**src/rtl/dcr_bank.sv**
```systemverilog
// Device control register bank with kernel-launch FSM.
// Optional abort support is enabled by defining DCR_ABORT_EN.
module dcr_bank #(
    parameter int DATA_BITS          = 8,
    parameter int ADDR_BITS          = 3,
    parameter int NUM_REGS           = 6,
    parameter int THREAD_COUNT_RESET = 0
) (
    input  logic                              clk,
    input  logic                              reset,
    input  logic                              device_control_write_enable,
    input  logic [ADDR_BITS-1:0]              device_control_write_addr,
    input  logic [DATA_BITS-1:0]              device_control_data,
    input  logic [ADDR_BITS-1:0]              device_control_read_addr,
    output logic [DATA_BITS-1:0]              device_control_read_data,
    output logic [DATA_BITS-1:0]              thread_count,
    output logic [(NUM_REGS-3)*DATA_BITS-1:0] kernel_args,
    output logic                              start,
    input  logic                              done,
    output logic                              busy,
    output logic                              kernel_done
);

    localparam logic [1:0] IDLE    = 2'b00;
    localparam logic [1:0] RUNNING = 2'b01;
    localparam logic [1:0] DONE    = 2'b10;

    localparam logic [ADDR_BITS-1:0] A_TC     = ADDR_BITS'(0);
    localparam logic [ADDR_BITS-1:0] A_CTRL   = ADDR_BITS'(1);
    localparam logic [ADDR_BITS-1:0] A_STATUS = ADDR_BITS'(2);

    logic [1:0]                           state;
    logic [1:0]                           state_nxt;
    logic [NUM_REGS-4:0][DATA_BITS-1:0]   args;
    logic                                 err;
    logic                                 aborted;
    logic [DATA_BITS-1:0]                 status;
    logic [DATA_BITS-1:0]                 rd_nxt;

    logic wr_tc;
    logic wr_ctrl;
    logic wr_status;
    logic wr_arg;
    logic launch;
    logic clear_done;
    logic abort_req;
    logic launch_ok;
    logic launch_bad;
    logic cfg_block;
    logic do_abort;

    assign wr_tc     = device_control_write_enable &&
                       (device_control_write_addr == A_TC);
    assign wr_ctrl   = device_control_write_enable &&
                       (device_control_write_addr == A_CTRL);
    assign wr_status = device_control_write_enable &&
                       (device_control_write_addr == A_STATUS);

    // Any write landing in the ARG window.
    always_comb begin
        wr_arg = 1'b0;
        for (int i = 0; i < NUM_REGS - 3; i++) begin
            if (device_control_write_enable &&
                device_control_write_addr == ADDR_BITS'(i + 3))
                wr_arg = 1'b1;
        end
    end

    assign launch     = wr_ctrl && device_control_data[0];
    assign clear_done = wr_ctrl && device_control_data[1];

`ifdef DCR_ABORT_EN
    assign abort_req = wr_ctrl && device_control_data[2];
`else
    assign abort_req = 1'b0;
`endif

    assign launch_ok  = launch && (state != RUNNING) && (thread_count != '0);
    assign launch_bad = launch && (state != RUNNING) && (thread_count == '0);
    assign cfg_block  = (state == RUNNING) && (wr_tc || wr_arg);
    assign do_abort   = abort_req && (state == RUNNING) && !done;

    // Next-state logic; launch takes priority over clear_done in DONE.
    always_comb begin
        state_nxt = state;
        unique case (state)
            IDLE: begin
                if (launch_ok)
                    state_nxt = RUNNING;
            end
            RUNNING: begin
                if (done)
                    state_nxt = DONE;
                else if (do_abort)
                    state_nxt = IDLE;
            end
            DONE: begin
                if (launch_ok)
                    state_nxt = RUNNING;
                else if (clear_done && !launch)
                    state_nxt = IDLE;
            end
            default: state_nxt = IDLE;
        endcase
    end

    // State register.
    always_ff @(posedge clk) begin
        if (reset)
            state <= IDLE;
        else
            state <= state_nxt;
    end

    // Configuration registers, locked while a kernel runs.
    always_ff @(posedge clk) begin
        if (reset) begin
            thread_count <= DATA_BITS'(THREAD_COUNT_RESET);
            args         <= '0;
        end else if (state != RUNNING) begin
            if (wr_tc)
                thread_count <= device_control_data;
            for (int i = 0; i < NUM_REGS - 3; i++) begin
                if (device_control_write_enable &&
                    device_control_write_addr == ADDR_BITS'(i + 3))
                    args[i] <= device_control_data;
            end
        end
    end

    // Sticky error: set by blocked config writes or zero-thread launch.
    always_ff @(posedge clk) begin
        if (reset)
            err <= 1'b0;
        else if (cfg_block || launch_bad)
            err <= 1'b1;
        else if (wr_status && device_control_data[2])
            err <= 1'b0;
    end

`ifdef DCR_ABORT_EN
    // Aborted flag: set on abort, cleared by the next good launch.
    always_ff @(posedge clk) begin
        if (reset)
            aborted <= 1'b0;
        else if (do_abort)
            aborted <= 1'b1;
        else if (launch_ok)
            aborted <= 1'b0;
    end
`else
    assign aborted = 1'b0;
`endif

    assign start       = (state == RUNNING);
    assign busy        = (state == RUNNING);
    assign kernel_done = (state == DONE);
    assign kernel_args = args;

    // STATUS view of the current state.
    always_comb begin
        status    = '0;
        status[0] = busy;
        status[1] = kernel_done;
        status[2] = err;
        status[3] = aborted;
    end

    // Read mux; unmapped and write-only addresses return zero.
    always_comb begin
        rd_nxt = '0;
        if (device_control_read_addr == A_TC)
            rd_nxt = thread_count;
        else if (device_control_read_addr == A_STATUS)
            rd_nxt = status;
        for (int i = 0; i < NUM_REGS - 3; i++) begin
            if (device_control_read_addr == ADDR_BITS'(i + 3))
                rd_nxt = args[i];
        end
    end

    // Registered read data, one cycle of latency.
    always_ff @(posedge clk) begin
        if (reset)
            device_control_read_data <= '0;
        else
            device_control_read_data <= rd_nxt;
    end

endmodule

```
**config.mk**
```make
export PLATFORM = sky130hd
export DESIGN_NAME = dcr_bank
export DESIGN_NICKNAME = d
export VERILOG_FILES = /design/src/rtl/dcr_bank.sv
export SDC_FILE = /design/constraint.sdc
export NUM_CORES = 1
export LEC_CHECK = 0
export ABC_AREA = 1
export CAP_MARGIN = 20
export CORE_ASPECT_RATIO = 2
export CORE_MARGIN = 5
export CORE_UTILIZATION = 41
export CTS_CLUSTER_SIZE = 12
export DETAILED_ROUTE_END_ITERATION = 8
export GPL_ROUTABILITY_DRIVEN = 0
export GPL_TIMING_DRIVEN = 0
export MAX_ROUTING_LAYER = met4
export PLACE_DENSITY = 0.81
export SLEW_MARGIN = 20
export SYNTH_ARGS = -nofsm -noshare
export SYNTH_HDL_FRONTEND = slang
export SYNTH_SLANG_ARGS = --single-unit
```
**constraint.sdc**
```tcl
create_clock -name clk -period 1.6 [get_ports clk]
set_input_delay 0.16 -clock clk [delete_from_list [all_inputs] [get_ports clk]]
set_output_delay 0.16 -clock clk [all_outputs]
set_load 0.005 [all_outputs]
```
==> qor.txt, run 1 <==
Max Buffers Root-to-Sink: 2
global-route usage over all layers: 19.7%
sequential fraction of the synthesis area: 45.7%
number of H-tree branching levels: 2
CTS root buf: sky130_fd_sc_hd__clkbuf_8
count of non-filler cells in the finished layout: 380
P_sw: 0.545 mW
total detailed-routing wirelength: 5.70 mm
Avg Synthesized Cell Area: 7.35 um^2
synthesis-stage register bit count: 43
critical register-to-register path startpoint: state[1]
critical path endpoint: kernel_done
drt first pass iters: 4
Comb power frac: 13.7%
Largest stage delay, worst path: 0.53 ns
# IOs: 61
Skew-Pair Late Insertion Delay: 0.30 ns
Critical Path Slowest Stage Cell: sky130_fd_sc_hd__clkdlybuf4s50_1
startpoint-to-endpoint class of the critical path: flop to primary output
starting utilization of the core area: 41.3%
half-perimeter wire length after placement: 4.45 mm
switching share of total power: 24.9%
clock slew at the register clock pins of the worst setup and hold paths: 0.08 ns
Period Utilization, post-route: 95.9%
chip width: 57.9 um
dpl cells: 370
clk sinks: 43
combined buffer and inverter count along the critical path: 2
Port-buffer cells: 59
Overflow after GRT: 0
portion of total power attributed to the clock network: 34.7%
min-delay worst type: input port to flop
met3 wire length: 272 um
total power density per cell area: 817 nW/um^2
kind of cell with the highest combined delay on the critical path: buffers and inverters
sequential group share of total power: 51.6%
antenna violations before repair: 0
startpoint type of the worst setup path: flop
required time reported for the critical path endpoint: 1.44 ns
via count of the first global-routing pass: 2011
proportion of layout cells with a drive suffix above 1: 10.2%
final hold violation count: 0
worst setup path startpoint: state[1]
series of cell instances along the critical path: inv_2 > nor2_4 > clkdlybuf4s50_1
largest net degree at the start of global routing: 13
Vert. Die Dim: 106 um
critical path arrival: 1.37 ns
endpoint kind of the worst setup timing path: primary output
Nets: 342
core outline area: 4550 um^2
total leakage power: 0.995 nW
detailed-routing wirelength on met1: 1.94 mm
min Tclk post-route: 1.53 ns
R2R Setup Slk: 0.12 ns
Layout Area Growth over Synthesis: 42.2%
post-synthesis cell type count: 22
Tightest Pin Transition: 0.478 ns
Slew Limit Fails: 0
Synth Net Count: 274
Crit Path Max Fanout: 4
gate count of the mapped netlist: 256
max-cap violations: 0
number of hold buffers added after CTS: 0
Routed met2 length: 3.14 mm
number of violations reported at the end of detailed-routing iteration 0: 77
die footprint: 6130 um^2
mapped cell area: 1880 um^2
Max Clk Rate: 652 MHz
outcome: complete, no violations
number of DRC violations after detailed routing: 0
internal power contribution: 1.64 mW
# rows: 35
first-pass GRT wire length: 9.05 mm
Synthesis Warnings: 0
unrepaired setup endpoints after global routing: no
antenna diode count: 0
uppermost signal routing layer after detailed routing: met4
commonest non-fill, non-tap cell in the layout: sky130_fd_sc_hd__clkdlybuf4s50_1
R2R depth: 9
endpoint of the worst register-to-register path: thread_count[7]
total vias in the final route: 2027
CTS Buf Count: 5
number of nets with antenna violations after detailed routing: 0
Post-Route Skew: 0.00473 ns
routed length per placed instance: 15.0 um
# setup viols final: 0
maximum VDD drop: 0.526 mV
hold slack: 0.423 ns
mean number of vias per cell: 5.33
commonest cells after routing, fill and taps aside: 58 x sky130_fd_sc_hd__clkdlybuf4s50_1, 46 x sky130_fd_sc_hd__o21ai_0, 41 x sky130_fd_sc_hd__dfxtp_1
Slew HR: 68.1%
Levels on crit path: 3
CTS tree: built
cell type report:
| cell class | instances | area (um^2) |
|---|---|---|
| Fill cell | 438 | 1880 |
| Sequential cell | 43 | 863 |
| Multi-Input combinational cell | 174 | 857 |
| Timing Repair Buffer | 61 | 608 |
| Inverter | 30 | 118 |
| Clock buffer | 8 | 100 |
| Tap cell | 55 | 68.8 |
| Buffer | 9 | 61.3 |
cells in the mapped netlist (all sizes together):
master   n  share of area, %
o21ai   48                13
dfxtp   43                46
nand2   34               7.3
nor2    34               8.0
a21oi   33               8.8
inv     30               6.0
nand3   13               3.5
buf      5               2.5
clkbuf   4              0.80
o211ai   4               1.6
nand4    3               1.7
nor3     3              0.80
or2      2              0.66
per-stage QoR:
| step | setup slack (ns) | TNS [ns] | power, mW | utilization, % | area [um^2] |
|---|---|---|---|---|---|
| finish | 0.0653 | 0 | 2.19 | 58.8 | 2680 |
| global route | 0.00433 | 0 | 2.26 | 58.8 | 2680 |
| CTS | 0.00535 | 0 | 2.19 | 58.5 | 2670 |
| floorplan | 0.392 | 0 | 1.28 | - | 1880 |
| detailed placement | -0.177 | -1.50 | 1.45 | 55.8 | 2540 |
| global placement | -0.116 | -0.756 | 1.44 | 55.8 | 2540 |
power by group through the flow:
stage          clock network (mW)  logic, mW  registers, mW
5_1_grt                     0.796      0.329           1.13
4_1_cts                     0.763      0.299           1.13
6_report                    0.758      0.301           1.13
3_5_place_dp                    0      0.295           1.15
2_1_floorplan                   0      0.124           1.15
3_3_place_gp                    0      0.290           1.15
worst reg2reg max path: cells and delay by family, from the launching register on:
kind                   cells  cell delay, ns
flip-flops                 1            0.35
AO/OA/AOI/OAI              2            0.22
AND/OR/NAND/NOR            3            0.39
buffers and inverters      4            0.40
sequential cells by signal (all words and copies together) (netlist names):
signal,count
device_control_read_data,8
thread_count,8
state,2
kernel_args,24
err,1
how the worst min path moves through the flow:
stage	start	end	slack [ns]	cells past startpoint
global route	done	state[1]	0.47	3
global placement	kernel_args[7]	kernel_args[7]	0.45	2
finish	device_control_read_addr[2]	device_control_read_data[5]	0.42	5
floorplan	reset	device_control_read_data[3]	0.23	1
CTS	device_control_read_addr[2]	device_control_read_data[5]	0.43	5
detailed placement	kernel_args[6]	kernel_args[6]	0.46	2
layer usage:
layer / vias up / track usage, %
met3: 26 / 2.70
li1: 987 / -
met4: 0 / 11.6
met2: 80 / 35.5
met1: 934 / 19.1
met5: - / -
cell families after synthesis:
logic type	synth area share, %
compound gates	23.1
buf+inv	9.24
flops	45.7
simple gates	21.9
what timing repair did:
| item | CTS | global route |
|---|---|---|
| cloned | 0 | 0 |
| setup buffers | 2 | 0 |
| resized for setup | 6 | 4 |
| endpoints found under the setup margin | 3 | 6 |
| pin swaps | 1 | 0 |
No activity file was read; power rests on OpenSTA's default activity.
==> run 2: changes to the inputs <==
CORE_UTILIZATION = 45   (was 41)
PLACE_DENSITY = 0.76   (was 0.81)
==> qor.txt, run 2 (synthesized netlist as in run 1, its figures left out) <==
outcome: complete, no violations
R2R Setup Slk: 0.15 ns (+0.03 ns)
Slew HR: 66.3% (-1.8 points)
startpoint-to-endpoint class of the critical path: flop to primary output
kind of cell with the highest combined delay on the critical path: buffers and inverters
total vias in the final route: 1967 (-3.0%)
Nets: 343 (+0.29%)
hold slack: 0.437 ns (+0.0142 ns)
Levels on crit path: 3 (unchanged)
unrepaired setup endpoints after global routing: no
Hold EP: device_control_read_data[6]
endpoint of the worst register-to-register path: thread_count[6]
maximum VDD drop: 0.701 mV (+33%)
startpoint type of the worst setup path: flop
largest net degree at the start of global routing: 13 (unchanged)
half-perimeter wire length after placement: 4.29 mm (-3.5%)
hold-critical path depth: 5 (unchanged)
total detailed-routing wirelength: 5.42 mm (-4.9%)
min Tclk post-route: 1.51 ns (-0.0204 ns)
number of nets with antenna violations after detailed routing: 0 (unchanged)
dpl cells: 367 (-0.81%)
# IOs: 61 (unchanged)
number of H-tree branching levels: 2 (unchanged)
Seq. cell area: 866 um^2 (+0.29%)
mean number of vias per cell: 5.20 (-2.4%)
required time reported for the critical path endpoint: 1.44 ns (about the same)
via count of the first global-routing pass: 1878 (-6.6%)
critical register-to-register path startpoint: state[1]
Port-buffer cells: 59 (unchanged)
Critical Path Slowest Stage Cell: sky130_fd_sc_hd__clkdlybuf4s50_1
clk sinks: 43 (unchanged)
Vert. Die Dim: 101 um (-4.1%)
first-pass GRT wire length: 8.56 mm (-5.4%)
critical path arrival: 1.35 ns (-0.02 ns)
Slew Limit Fails: 0 (unchanged)
crit path setup slack, layout: 0.0856 ns (+0.0204 ns)
Overflow after GRT: 0 (unchanged)
commonest cells after routing, fill and taps aside: 58 x sky130_fd_sc_hd__clkdlybuf4s50_1, 47 x sky130_fd_sc_hd__o21ai_0, 41 x sky130_fd_sc_hd__dfxtp_1
area occupied by multi-input gates: 855 um^2 (-0.29%)
proportion of layout cells with a drive suffix above 1: 9.82% (-0.34 points)
Filler Cells Inserted: 366 (-16%)
Post-Route Skew: 0.00448 ns (-0.000244 ns)
clock slew at the register clock pins of the worst setup and hold paths: 0.08 ns (about the same)
core outline area: 4090 um^2 (-10%)
number of flip-flops in the largest register: 24 (unchanged)
Crit Path Max Fanout: 4 (unchanged)
number of DRC violations after detailed routing: 0 (unchanged)
startpoint of the most critical hold path: device_control_read_addr[2]
post-layout util: 65.2% (+6.4 points)
number of hold buffers added after CTS: 0 (unchanged)
drt first pass iters: 4 (unchanged)
R2R depth: 9 (unchanged)
antenna diode count: 0 (unchanged)
Largest stage delay, worst path: 0.52 ns (about the same)
total power density per cell area: 779 nW/um^2 (-4.7%)
endpoint kind of the worst setup timing path: primary output
CTS tree: built
count of non-filler cells in the finished layout: 378 (-0.53%)
number of violations reported at the end of detailed-routing iteration 0: 57 (-26%)
pre-CTS setup slack: -0.112 ns (+0.0648 ns)
starting utilization of the core area: 46.0% (+4.7 points)
series of cell instances along the critical path: inv_4 > nor2_4 > clkdlybuf4s50_1
# setup viols final: 0 (unchanged)
# rows: 33 (-5.7%)
Tightest Pin Transition: 0.506 ns (+0.0272 ns)
global-route usage over all layers: 20.1% (+0.37 points)
Layout Area Growth over Synthesis: 41.6%
Max Buffers Root-to-Sink: 2 (unchanged)
max-cap violations: 0 (unchanged)
CTS root buf: sky130_fd_sc_hd__clkbuf_8
CTS Buf Count: 5 (unchanged)
routed length per placed instance: 14.3 um (-4.4%)
die footprint: 5650 um^2 (-7.7%)
total leakage power: 0.993 nW (-0.22%)
min-delay worst type: input port to flop
Max Clk Rate: 660 MHz (+1.3%)
Period Utilization, post-route: 94.6% (-1.3 points)
antenna violations before repair: 0 (unchanged)
combined buffer and inverter count along the critical path: 2 (unchanged)
chip width: 55.7 um (-3.8%)
Skew-Pair Late Insertion Delay: 0.29 ns (about the same)
final hold violation count: 0 (unchanged)
total design power: 2.07 mW (-5.1%)
commonest non-fill, non-tap cell in the layout: sky130_fd_sc_hd__clkdlybuf4s50_1
==> run 2: changes by cell type in the layout (fill, tap and decap cells not counted), sizes merged <==
cell / previous run / this run
buf: 7 / 8
clkbuf: 12 / 11
clkinv: 0 / 1
==> run 2: report_power, final <==
group / internal (mW) / switching (mW)
combinational: 0.143 / 0.155
sequential: 1.10 / 0.0209
clock: 0.306 / 0.346
total: 1.55 / 0.522
==> run 2: final cells by class <==
class | instances | area share [%]
Clock inverter | 1 | 0.188
Timing Repair Buffer | 62 | 23.1
Buffer | 9 | 2.30
Clock buffer | 7 | 2.87
Sequential cell | 43 | 32.5
Multi-Input combinational cell | 174 | 32.1
Inverter | 30 | 4.51
Tap cell | 52 | 2.44
==> run 2: per-layer routing <==
metal	vias up	global-route usage, %	share of wire [%]
met1	896	19.8	35
met3	19	3.44	4.6
met5	-	-	0
met4	0	10.5	3.6
met2	63	37.0	57
li1	989	-	-
==> run 2: how the worst max path moves through the flow <==
stage               slack, ns                           to                         from
floorplan                0.39              thread_count[6]                     state[1]
global placement         -0.1  device_control_read_data[3]  device_control_read_addr[0]
detailed placement      -0.11               kernel_args[6]  device_control_write_enable
CTS                     0.007                  kernel_done                     state[1]
global route             0.04              kernel_args[10]                     state[1]
finish                   0.09                  kernel_done                     state[1]
==> run 2: stage by stage <==
step | instance area (um^2) | TNS [ns]
2_1_floorplan | 1880 | 0
3_5_place_dp | 2540 | -1.03
4_1_cts | 2650 | 0
5_1_grt | 2660 | 0
6_report | 2660 | 0
3_3_place_gp | 2540 | -0.651
==> run 2: worst register-to-register path, cell delays in order, from the launching register on <==
cell and delay [ns]:
sky130_fd_sc_hd__dfxtp_4 0.37, sky130_fd_sc_hd__inv_4 0.05, sky130_fd_sc_hd__nand2_4 0.08, sky130_fd_sc_hd__inv_6 0.04, sky130_fd_sc_hd__buf_4 0.14, sky130_fd_sc_hd__nor2_4 0.16
sky130_fd_sc_hd__nand2_2 0.13, sky130_fd_sc_hd__buf_6 0.17, sky130_fd_sc_hd__o21ai_0 0.16, sky130_fd_sc_hd__a21oi_1 0.05
==> run 2: repair_timing <==
item	CTS	global route
setup buffers	3	0
endpoints found under the hold margin	0	0
endpoints found under the setup margin	3	2
gates resized for setup	6	4
pin swaps	1	0
cloned	0	0
==> run 3: changes to the inputs <==
CTS_CLUSTER_SIZE = 10   (was 12)
==> results of run 3 <==
No change in the layout: final DEF, timing and power equal those of run 2.
